$ cat src/rtl/tx_arbiter.sv
// tx_arbiter: shares one serial writer between two byte-stream requesters.
// Requester 0 carries mouse reports, requester 1 carries debug/status bytes.
// Grants are packet-atomic (held until a byte flagged last is sent); ties
// are settled round-robin. Each byte is sequenced as write strobe, one
// tbr-mask cycle, then a wait for tbr. A gap timeout reclaims the writer
// from a requester that stalls mid-packet.
//
// Ports:
//   clk, rst                 clock, asynchronous active-low reset
//   req0/data0/last0, ack0   requester 0 byte handshake (ack0 = consumed)
//   req1/data1/last1, ack1   requester 1 byte handshake (ack1 = consumed)
//   tbr                      writer transmit buffer ready
//   write, data_out          1-cycle strobe and byte to the writer
//   grant                    one-hot owner, 00 when idle
//   abort                    1-cycle pulse when the gap timeout releases a grant
module tx_arbiter #(
  parameter int unsigned GAP_LIMIT = 255,
  parameter int unsigned GAP_W     = 8
) (
  input  logic       clk,
  input  logic       rst,
  input  logic       req0,
  input  logic [7:0] data0,
  input  logic       last0,
  output logic       ack0,
  input  logic       req1,
  input  logic [7:0] data1,
  input  logic       last1,
  output logic       ack1,
  input  logic       tbr,
  output logic       write,
  output logic [7:0] data_out,
  output logic [1:0] grant,
  output logic       abort
);

  typedef enum logic [1:0] {IDLE, SEND, HOLD, DRAIN} state_t;

  state_t             state, state_d;
  logic [1:0]         grant_d;
  logic               write_d, ack0_d, ack1_d, abort_d;
  logic [7:0]         data_d;
  logic               last_q, last_d;
  logic [GAP_W-1:0]   gap, gap_d;
  // 1 when requester 1 owned the most recent packet, so requester 0 wins
  // the next tie; reset value makes requester 0 preferred first.
  logic               served1, served1_d;

  logic               own_req, own_last;
  logic [7:0]         own_data;

  assign own_req  = grant[1] ? req1  : req0;
  assign own_data = grant[1] ? data1 : data0;
  assign own_last = grant[1] ? last1 : last0;

  always_ff @(posedge clk or negedge rst) begin
    if (!rst) begin
      state    <= IDLE;
      grant    <= '0;
      write    <= 1'b0;
      ack0     <= 1'b0;
      ack1     <= 1'b0;
      abort    <= 1'b0;
      data_out <= '0;
      last_q   <= 1'b0;
      gap      <= '0;
      served1  <= 1'b1;
    end else begin
      state    <= state_d;
      grant    <= grant_d;
      write    <= write_d;
      ack0     <= ack0_d;
      ack1     <= ack1_d;
      abort    <= abort_d;
      data_out <= data_d;
      last_q   <= last_d;
      gap      <= gap_d;
      served1  <= served1_d;
    end
  end

  always_comb begin
    state_d   = state;
    grant_d   = grant;
    write_d   = 1'b0;
    ack0_d    = 1'b0;
    ack1_d    = 1'b0;
    abort_d   = 1'b0;
    data_d    = data_out;
    last_d    = last_q;
    gap_d     = gap;
    served1_d = served1;
    unique case (state)
      IDLE: begin
        if (req0 && (!req1 || served1)) begin
          grant_d = 2'b01;
          gap_d   = '0;
          state_d = SEND;
        end else if (req1) begin
          grant_d = 2'b10;
          gap_d   = '0;
          state_d = SEND;
        end
      end
      SEND: begin
        // A busy writer (tbr low) freezes the gap count even while the
        // owner is idle, so a slow writer can never trigger an abort.
        if (tbr) begin
          if (own_req) begin
            write_d = 1'b1;
            ack0_d  = grant[0];
            ack1_d  = grant[1];
            data_d  = own_data;
            last_d  = own_last;
            gap_d   = '0;
            state_d = HOLD;
          end else if (gap == GAP_W'(GAP_LIMIT - 1)) begin
            abort_d   = 1'b1;
            grant_d   = '0;
            served1_d = grant[1];
            gap_d     = '0;
            state_d   = IDLE;
          end else begin
            gap_d = gap + 1'b1;
          end
        end
      end
      HOLD: state_d = DRAIN;
      DRAIN: begin
        if (tbr) begin
          if (last_q) begin
            grant_d   = '0;
            served1_d = grant[1];
            state_d   = IDLE;
          end else begin
            state_d = SEND;
          end
        end
      end
      default: state_d = IDLE;
    endcase
  end

endmodule

$ cat config.mk
export PLATFORM = sky130hd
export DESIGN_NAME = tx_arbiter
export DESIGN_NICKNAME = d
export VERILOG_FILES = /design/src/rtl/tx_arbiter.sv
export SDC_FILE = /design/constraint.sdc
export NUM_CORES = 1
export LEC_CHECK = 0
export ABC_AREA = 1
export ABC_CLOCK_PERIOD_IN_PS = 3500
export CORE_MARGIN = 2
export CORE_UTILIZATION = 51
export CTS_CLUSTER_SIZE = 14
export DETAILED_ROUTE_END_ITERATION = 8
export PLACE_DENSITY = 0.83
export SLEW_MARGIN = 25
export SYNTH_ARGS = -nofsm -noshare
export SYNTH_HDL_FRONTEND = slang
export SYNTH_SLANG_ARGS = --single-unit
$ cat constraint.sdc
create_clock -name clk -period 3.5 [get_ports clk]
set_clock_uncertainty 0.05 [all_clocks]
set_input_delay 0.7 -clock clk [delete_from_list [all_inputs] [get_ports clk]]
set_output_delay 0.7 -clock clk [all_outputs]
set_load 0.01 [all_outputs]
==> reports/metrics.csv, run 1 <==
metric,value,unit
Synth Instances,177,
Syn Area/Cell,7.92,sq um
Post-DP HPWL,2.24,mm
TritonCTS clock tree,yes,
CTS buffer count,3,
register area,652,sq um
hold buffer count at CTS,0,
Placed Cells,241,
DRC Markers,0,
setup TNS,0,ns
"Hold Vio Cnt, Final",0,
cell family with most CP delay,flip-flops,
ant diodes,0,
max-slew violations,0,
fin area,1830,sq um
Ports,37,
clk_lat worst skew,0.32,ns
outcome,"finished, final reports clean",
Initial Util,52.2,%
Placed Area,1780,sq um
fin crit share,66.9,%
Tightest Pin Transition,0.448,ns
crit path buf inv count,1,
Post-Route WL,2.88,mm
"Max FO, Critical Path",14,
fmax,427,MHz
layout cells sized above 1,11.7,%
sequential share of the synthesized area,46.5,%
crit path capture type,primary output,
Reg2Reg Setup Slack,1.61,ns
fin cells,245,
final setup fails,0,
Synth Warn #,0,
GPL Wtd Cong,0.818,
global-route wire length before repair,5.00,mm
Starting DRT DRC Count,57,
pre-CTS WS,1.16,ns
Die ar.,3190,sq um
IO Port Bufs,36,
"flops & latches, synth",26,
post-synth net total,202,
Final nets,240,
Routed wire per std cell,11.8,microns
crit path DAT,1.59,ns
minimum clock period,2.34,ns
DRT Pass-1 Iters,4,
max cap viols,0,
vias in the first global route,1211,
Tot GR Track Use,19.6,%
DR vias,1260,
postcts setup bufs,0,
Rel. slew slack,70.1,%
Max rail drop VDD,0.516,mV
slowest library cell on the worst path,dfrtp_1,
LEAKAGE,0.873,nW
critical path class,register to primary output,
Final WS setup,1.16,ns
Power Density,669,nW/um^2
post-CTS sizing,0,
worst path required time,2.75,ns
Mapped Area,1400,sq um
initial antenna violation count,0,
Core Rows,19,
clock-pin slew on the worst setup and hold paths,0.14,ns
CP startpoint kind,register,
H-tree Lvls,1,
Clock Tree Buf Depth,2,
CORE AREA,2690,sq um
multi-input logic area,648,sq um
clock sink total,26,
Die Y,56.4,microns
"critical path, cell by cell",clkdlybuf4s50_1,
RSZ-0062 raised after global routing,false,
Fillers,226,
area grow syn2layout,30.8,%
total global routing overflow,0,
largest net degree at the start of global routing,27,
fin util,68.3,%
clk root buf,clkbuf_4,
Vias/cell,5.14,
Critical Path Max Stage Delay,0.65,ns
Die W,56.4,microns
Detail Route Antenna Nets,0,
Min-Delay Path Class,register to register,
"Distinct cells, synth",30,
metal layers:
metal / GRT usage, % / share of wire, % / vias up
li1: - / - / 639
met1: 25.4 / 45 / 586
met2: 34.1 / 51 / 33
met3: 2.30 / 3.8 / 2
met4: 6.12 / 0.66 / 0
met5: 0 / 0 / -
cell type report:
class,instances,share of cell area (%)
Multi-Input combinational cell,127,35.3
Sequential cell,26,35.5
Timing Repair Buffer,37,20.1
Clock buffer,3,1.23
Clock inverter,1,1.64
Inverter,20,4.09
Tap cell,31,2.11
Yosys cell counts:
master	n	area [sq um]
nor2_4	1	11.3
inv_1	14	52.6
o31ai_2	8	100
nand2_2	1	6.26
ha_1	2	25.0
nor3_1	1	5.00
inv_2	6	22.5
dfstp_2	1	26.3
nand3_2	1	10.0
buf_6	1	11.3
buf_4	1	7.51
nor4_1	1	6.26
nor2_2	1	6.26
and2_1	1	6.26
xor2_1	1	8.76
o21a_1	1	7.51
o21bai_1	1	7.51
clkbuf_1	1	3.75
dfrtp_1	25	626
nand3_1	8	40.0
a21oi_2	1	8.76
o31ai_1	1	7.51
nand2_1	46	173
a21oi_1	4	20.0
o21ai_0	1	5.00
nor2_1	36	135
buf_2	1	5.00
o21ai_1	3	15.0
or2_0	1	6.26
nand4_1	6	37.5
flip-flops by register name (all words and copies together) (netlist names), named ones only:
signal and cells:
write 1, ack0 1, last_q 1, abort 1, served1 1, gap 8
grant 2, state 1, ack1 1, data_out 8
per-stage QoR:
step	total power, mW	hold WS, ns
final	1.23	0.435
after global routing	1.32	0.457
after CTS	1.23	0.441
after detailed placement	1.03	0.422
after global placement	1.01	0.402
after floorplan	0.824	0.354
path summary, 6_finish.rpt:
check	from	endpoint	cells after the start
hold / removal	served1	served1	2
setup / recovery	grant[1]	grant[1]	1
hold reg to reg	served1	served1	2
setup reg to reg	grant[1]	data_out[2]	5
max in group asynchronous	rst	served1	2
min in group asynchronous	rst	gap[4]	2
cell usage in the layout, fill, tap and decap left out, drive strengths merged:
cell / Yosys / routed
dfstp: 1 / 1
bufinv: 0 / 1
ha: 2 / 2
a21oi: 5 / 5
nor3: 1 / 1
nor4: 1 / 1
or2: 1 / 1
inv: 20 / 20
nand2: 47 / 47
xor2: 1 / 1
dfrtp: 25 / 25
and2: 1 / 1
o21ai: 4 / 4
o21a: 1 / 1
buf: 3 / 1
nor2: 38 / 38
clkbuf: 1 / 3
nand4: 6 / 6
nand3: 9 / 9
o31ai: 9 / 9
clkdlybuf4s50: 0 / 36
o21bai: 1 / 1
logic make-up (layout without fill, tap and decap cells):
kind of cell	after synthesis	in the layout	synth area share, %
AOI/OAI and AO/OA	20	20	12.2
xor gates and xnor gates	1	1	0.625
adders and majority gates	2	2	1.78
buffers and inverters	24	61	7.31
DFF	26	26	46.5
and+or+nand+nor	104	104	31.6
report_power, final:
group          internal [mW]  switching (mW)  leakage, nW  total [mW]
Combinational          0.242           0.311        0.504       0.553
Clock                  0.116          0.0870       0.0279       0.203
Sequential             0.385          0.0864        0.341       0.472
Note: power is estimated with default switching activity, not from simulation.
==> inputs of run 2 (changes only) <==
ABC_CLOCK_PERIOD_IN_PS = 2400   (was 3500)
CORE_UTILIZATION = 48   (was 51)
PLACE_DENSITY = 0.79   (was 0.83)
clock period = 2.4 ns   (was 3.5 ns; I/O delays follow)
==> reports/metrics.csv, run 2 (same netlist as run 1, synthesis figures left out) <==
metric,value,unit,change
outcome,"finished, final reports clean",,
"critical path, cell by cell",clkdlybuf4s50_1,,
top flop regs,"data_out (8), gap (8), grant (2)",,
vias in the first global route,1241,,+2.5%
Detail Route Antenna Nets,0,,unchanged
Core Rows,19,,unchanged
Die W,58.1,microns,+2.9%
multi-input logic area,648,sq um,unchanged
most frequent cells in the layout,"46 x nand2_1, 36 x nor2_1, 36 x clkdlybuf4s50_1",,
cell count along the critical path,1,,unchanged
Ports,37,,unchanged
H-tree Lvls,1,,unchanged
Reg2Reg Setup Slack,0.54,ns,-1.07 ns
Tightest Pin Transition,0.461,ns,+0.0129 ns
Die Y,58.1,microns,+2.9%
crit path buf inv count,1,,unchanged
clock-pin slew on the worst setup and hold paths,0.13,ns,about the same
hold buffer count at CTS,0,,unchanged
Max rail drop VDD,0.665,mV,+29%
fin crit share,88.6,%,
layout cells sized above 1,11.6,%,-0.054 points
CORE AREA,2760,sq um,+2.7%
IO Port Bufs,36,,unchanged
crit path DAT,1.60,ns,about the same
Min-Delay Path Class,primary input to asynchronous set/reset pin,,
clk_lat worst skew,0.31,ns,about the same
worst reg2reg endpoint,data_out[4],,
Rel. slew slack,69.3,%,-0.86 points
Post-DP HPWL,2.40,mm,+7.0%
max-slew violations,0,,unchanged
"Hold Vio Cnt, Final",0,,unchanged
Die ar.,3370,sq um,+5.8%
CP startpoint kind,register,,
worst reg2reg startpoint,grant[1],,
Worst Setup EP,grant[1],,
Fillers,237,,+4.9%
Initial Util,50.9,%,-1.4 points
Clock Tree Buf Depth,2,,unchanged
GPL Wtd Cong,0.915,,+12%
Vias/cell,5.22,,+1.6%
Routed wire per std cell,12.2,microns,+3.5%
postcts setup bufs,0,,unchanged
clock sink total,26,,unchanged
LEAKAGE,0.864,nW,-1.0%
clk root buf,clkbuf_4,,
final setup fails,0,,unchanged
Final nets,241,,+0.42%
CTS buffer count,3,,unchanged
minimum clock period,2.13,ns,
DRT Pass-1 Iters,5,,+1
initial antenna violation count,0,,unchanged
Placed Area,1790,sq um,+0.42%
Worst Setup SP,grant[1],,
fin area,1820,sq um,-1.0%
post-CTS sizing,0,,unchanged
Power Density,932,nW/um^2,+39%
total global routing overflow,0,,unchanged
Tot GR Track Use,19.0,%,-0.57 points
DR vias,1285,,+2.0%
crit path capture type,primary output,,
"Max FO, Critical Path",14,,unchanged
DRC Markers,0,,unchanged
area grow syn2layout,29.4,%,
largest net degree at the start of global routing,22,,-19%
Post-Route WL,3.00,mm,+3.9%
register area,652,sq um,unchanged
"commonest non-fill, non-tap cell in the layout",nand2_1,,
Fin Hold WS,0.396,ns,-0.0385 ns
cell family with most CP delay,flip-flops,,
max cap viols,0,,unchanged
reg2reg path depth,5,,unchanged
Overall Power,1.69,mW,+38%
ant diodes,0,,unchanged
Critical Path Max Stage Delay,0.65,ns,about the same
global-route wire length before repair,5.00,mm,unchanged
slowest library cell on the worst path,dfrtp_1,,
Starting DRT DRC Count,35,,-39%
critical path class,register to primary output,,
setup TNS,0,ns,unchanged
RSZ-0062 raised after global routing,false,,
TritonCTS clock tree,yes,,
fmax,471,MHz,
worst path required time,1.87,ns,-0.88 ns
==> run 2: cell count changes in the layout (fill, tap and decap cells not counted) <==
cell | before | now
buf_4 | 1 | 2
bufinv_16 | 1 | 0
clkbuf_1 | 0 | 1
==> run 2: final cells by class <==
cell class | instances | area share, %
clock buffer | 4 | 1.45
tap | 31 | 2.14
multi-input combinational | 127 | 35.7
timing repair buffer | 38 | 20.7
inverter | 20 | 4.14
sequential | 26 | 35.9
==> run 2: per-stage QoR <==
step / setup slack [ns] / utilization (%) / std cells
global route: 0.176 / 65.8 / 246
global placement: 0.345 / 64.9 / 242
finish: 0.275 / 65.8 / 246
floorplan: 1.10 / - / 177
detailed placement: 0.286 / 64.9 / 242
CTS: 0.262 / 65.8 / 246
==> run 2: worst min path at each step <==
stage / slack [ns] / to / depth (start not counted)
3_3_place_gp: 0.40 / served1 / 2
5_1_grt: 0.42 / gap[0] / 1
6_report: 0.40 / gap[0] / 1
3_5_place_dp: 0.41 / served1 / 2
2_1_floorplan: 0.13 / asynchronous set/reset pin / 0
4_1_cts: 0.41 / gap[0] / 1
==> run 2: power by group <==
group          switching, mW  total (mW)  internal (mW)  leakage, nW
clock network          0.125       0.190         0.0650       0.0150
logic                  0.458       0.814          0.356        0.508
registers              0.126       0.688          0.562        0.341
==> run 2: per-layer routing <==
layer / vias to the layer above / GRT usage [%] / share of wire [%]
met5: - / 0 / 0
met4: 0 / 6.98 / 0.63
met3: 2 / 2.68 / 3.7
met2: 38 / 34.6 / 52
met1: 600 / 22.7 / 43
li1: 645 / - / -
==> inputs of run 3 (changes only) <==
--- a/config.mk
+++ b/config.mk
@@ -10,6 +10,7 @@
 export CORE_MARGIN = 2
-export CORE_UTILIZATION = 48
+export CORE_UTILIZATION = 58
 export CTS_CLUSTER_SIZE = 14
 export DETAILED_ROUTE_END_ITERATION = 8
-export PLACE_DENSITY = 0.79
+export DONT_BUFFER_PORTS = 1
+export PLACE_DENSITY = 0.74
 export SLEW_MARGIN = 25
==> constraint.sdc (replaced) <==
create_clock -name clk -period 2.4 [get_ports clk]
set_clock_uncertainty 0.05 [all_clocks]
set_input_delay 0.24 -clock clk [delete_from_list [all_inputs] [get_ports clk]]
set_output_delay 0.24 -clock clk [all_outputs]
set_load 0.01 [all_outputs]
==> reports/metrics.csv, run 3 (same netlist as run 1, synthesis figures left out) <==
metric,value,unit,change
crit path DAT,2.12,ns,+0.52 ns
clock-pin slew on the worst setup and hold paths,0.14,ns,about the same
DRC Markers,0,,unchanged
final setup fails,0,,unchanged
DR vias,1127,,-12%
Power Density,1070,nW/um^2,+15%
Tightest Pin Transition,0.500,ns,+0.0389 ns
Clock Tree Buf Depth,2,,unchanged
initial antenna violation count,0,,unchanged
area grow syn2layout,7.14,%,
IO Port Bufs,0,,-100%
Fillers,201,,-15%
Die W,53.2,microns,-8.4%
worst hold endpoint,data_out[4],,
CTS buffer count,3,,unchanged
fmax,519,MHz,+10%
multi-input logic area,648,sq um,unchanged
"Max FO, Critical Path",21,,+7
H-tree Lvls,1,,unchanged
Ports,37,,unchanged
Initial Util,62.2,%,+11 points
Min-Delay Path Class,primary input to register,,
Die ar.,2830,sq um,-16%
clock sink total,26,,unchanged
Vias/cell,5.42,,+3.7%
fin crit share,80.4,%,-8.2 points
Reg2Reg Setup Slack,0.47,ns,-0.07 ns
worst path required time,2.59,ns,+0.72 ns
Tot GR Track Use,21.8,%,+2.8 points
LEAKAGE,0.749,nW,-13%
"Hold Vio Cnt, Final",0,,unchanged
GPL Wtd Cong,0.814,,-11%
ant diodes,0,,unchanged
Detail Route Antenna Nets,0,,unchanged
Fin Hold WS,0.0278,ns,-0.369 ns
CP startpoint kind,register,,
minimum clock period,1.93,ns,-0.197 ns
Routed wire per std cell,13.3,microns,+8.9%
Overall Power,1.61,mW,-4.8%
largest net degree at the start of global routing,27,,+23%
Rel. slew slack,66.7,%,-2.6 points
Placed Area,1410,sq um,-21%
Core Rows,17,,-2
register area,652,sq um,unchanged
post-CTS sizing,0,,unchanged
crit path capture type,register,,
critical path class,register to register,,
Final nets,206,,-15%
RSZ-0062 raised after global routing,false,,
worst reg2reg endpoint,data_out[4],,
vias in the first global route,1067,,-14%
total global routing overflow,0,,unchanged
global-route wire length before repair,4.57,mm,-8.6%
reg2reg path depth,5,,unchanged
layout cells sized above 1,13.9,%,+2.3 points
max cap viols,0,,unchanged
Max rail drop VDD,0.673,mV,+1.2%
clk root buf,clkbuf_4,,
most frequent cells in the layout,"46 x nand2_1, 36 x nor2_1, 25 x dfrtp_1",,
top flop regs,"data_out (8), gap (8), grant (2)",,
HP Start,data0[4],,
max-slew violations,0,,unchanged
outcome,"finished, final reports clean",,
Starting DRT DRC Count,18,,-49%
WHS Path Cells,2,,
Die Y,53.2,microns,-8.4%
worst reg2reg startpoint,grant[1],,
clk_lat worst skew,0.33,ns,+0.02 ns
fin area,1500,sq um,-17%
TritonCTS clock tree,yes,,
CORE AREA,2250,sq um,-18%
DRT Pass-1 Iters,4,,-1
Post-Route WL,2.76,mm,-7.9%
setup TNS,0,ns,unchanged
Post-DP HPWL,2.07,mm,-14%
"commonest non-fill, non-tap cell in the layout",nand2_1,,
## run 3: cell type report
| type | count | area share (%) |
|---|---|---|
| Clock buffer | 3 | 1.50 |
| Clock inverter | 1 | 2.00 |
| Inverter | 20 | 5.00 |
| Multi-Input combinational cell | 127 | 43.1 |
| Sequential cell | 26 | 43.4 |
| Tap cell | 28 | 2.33 |
| Timing Repair Buffer | 3 | 2.66 |
## run 3: timing repair
action,4_1_cts,5_1_grt
hold endpoints to repair,27,0
hold buffers,3,0
setup buffers,0,0
## run 3: critical path, stage by stage (launching register included)
cell     delay [ns]
dfrtp_1        0.59
inv_2          0.24
nand2_1        0.07
nand2_1        0.14
nand3_2        0.40
o31ai_1        0.35
## run 3: routing by layer
layer / track usage [%] / routed length, microns / share of wire, % / vias up
li1: - / - / - / 572
met2: 35.0 / 1360 / 49 / 26
met5: 0 / 0 / 0 / -
met3: 4.80 / 141 / 5.1 / 5
met1: 29.0 / 1220 / 44 / 524
met4: 7.26 / 36 / 1.3 / 0
## run 3: how the worst max path moves through the flow
stage               slack, ns      from     endpoint
finish                   0.47  grant[1]  data_out[4]
global route             0.23  grant[1]  data_out[4]
CTS                      0.46  grant[1]  data_out[4]
detailed placement       0.46  grant[1]  data_out[4]
global placement         0.59  grant[1]  data_out[4]
floorplan                1.10    gap[0]     grant[1]
## run 3: stage by stage
step / util, % / setup WS, ns / std cells
6_report: 66.6 / 0.472 / 208
5_1_grt: 66.6 / 0.232 / 208
4_1_cts: 66.6 / 0.455 / 208
3_5_place_dp: 62.5 / 0.460 / 201
3_3_place_gp: 62.5 / 0.586 / 201
2_1_floorplan: - / 1.10 / 177
## run 3: report_power, final
group,switching (mW),internal (mW)
combinational,0.380,0.198
clock,0.132,0.169
sequential,0.168,0.562
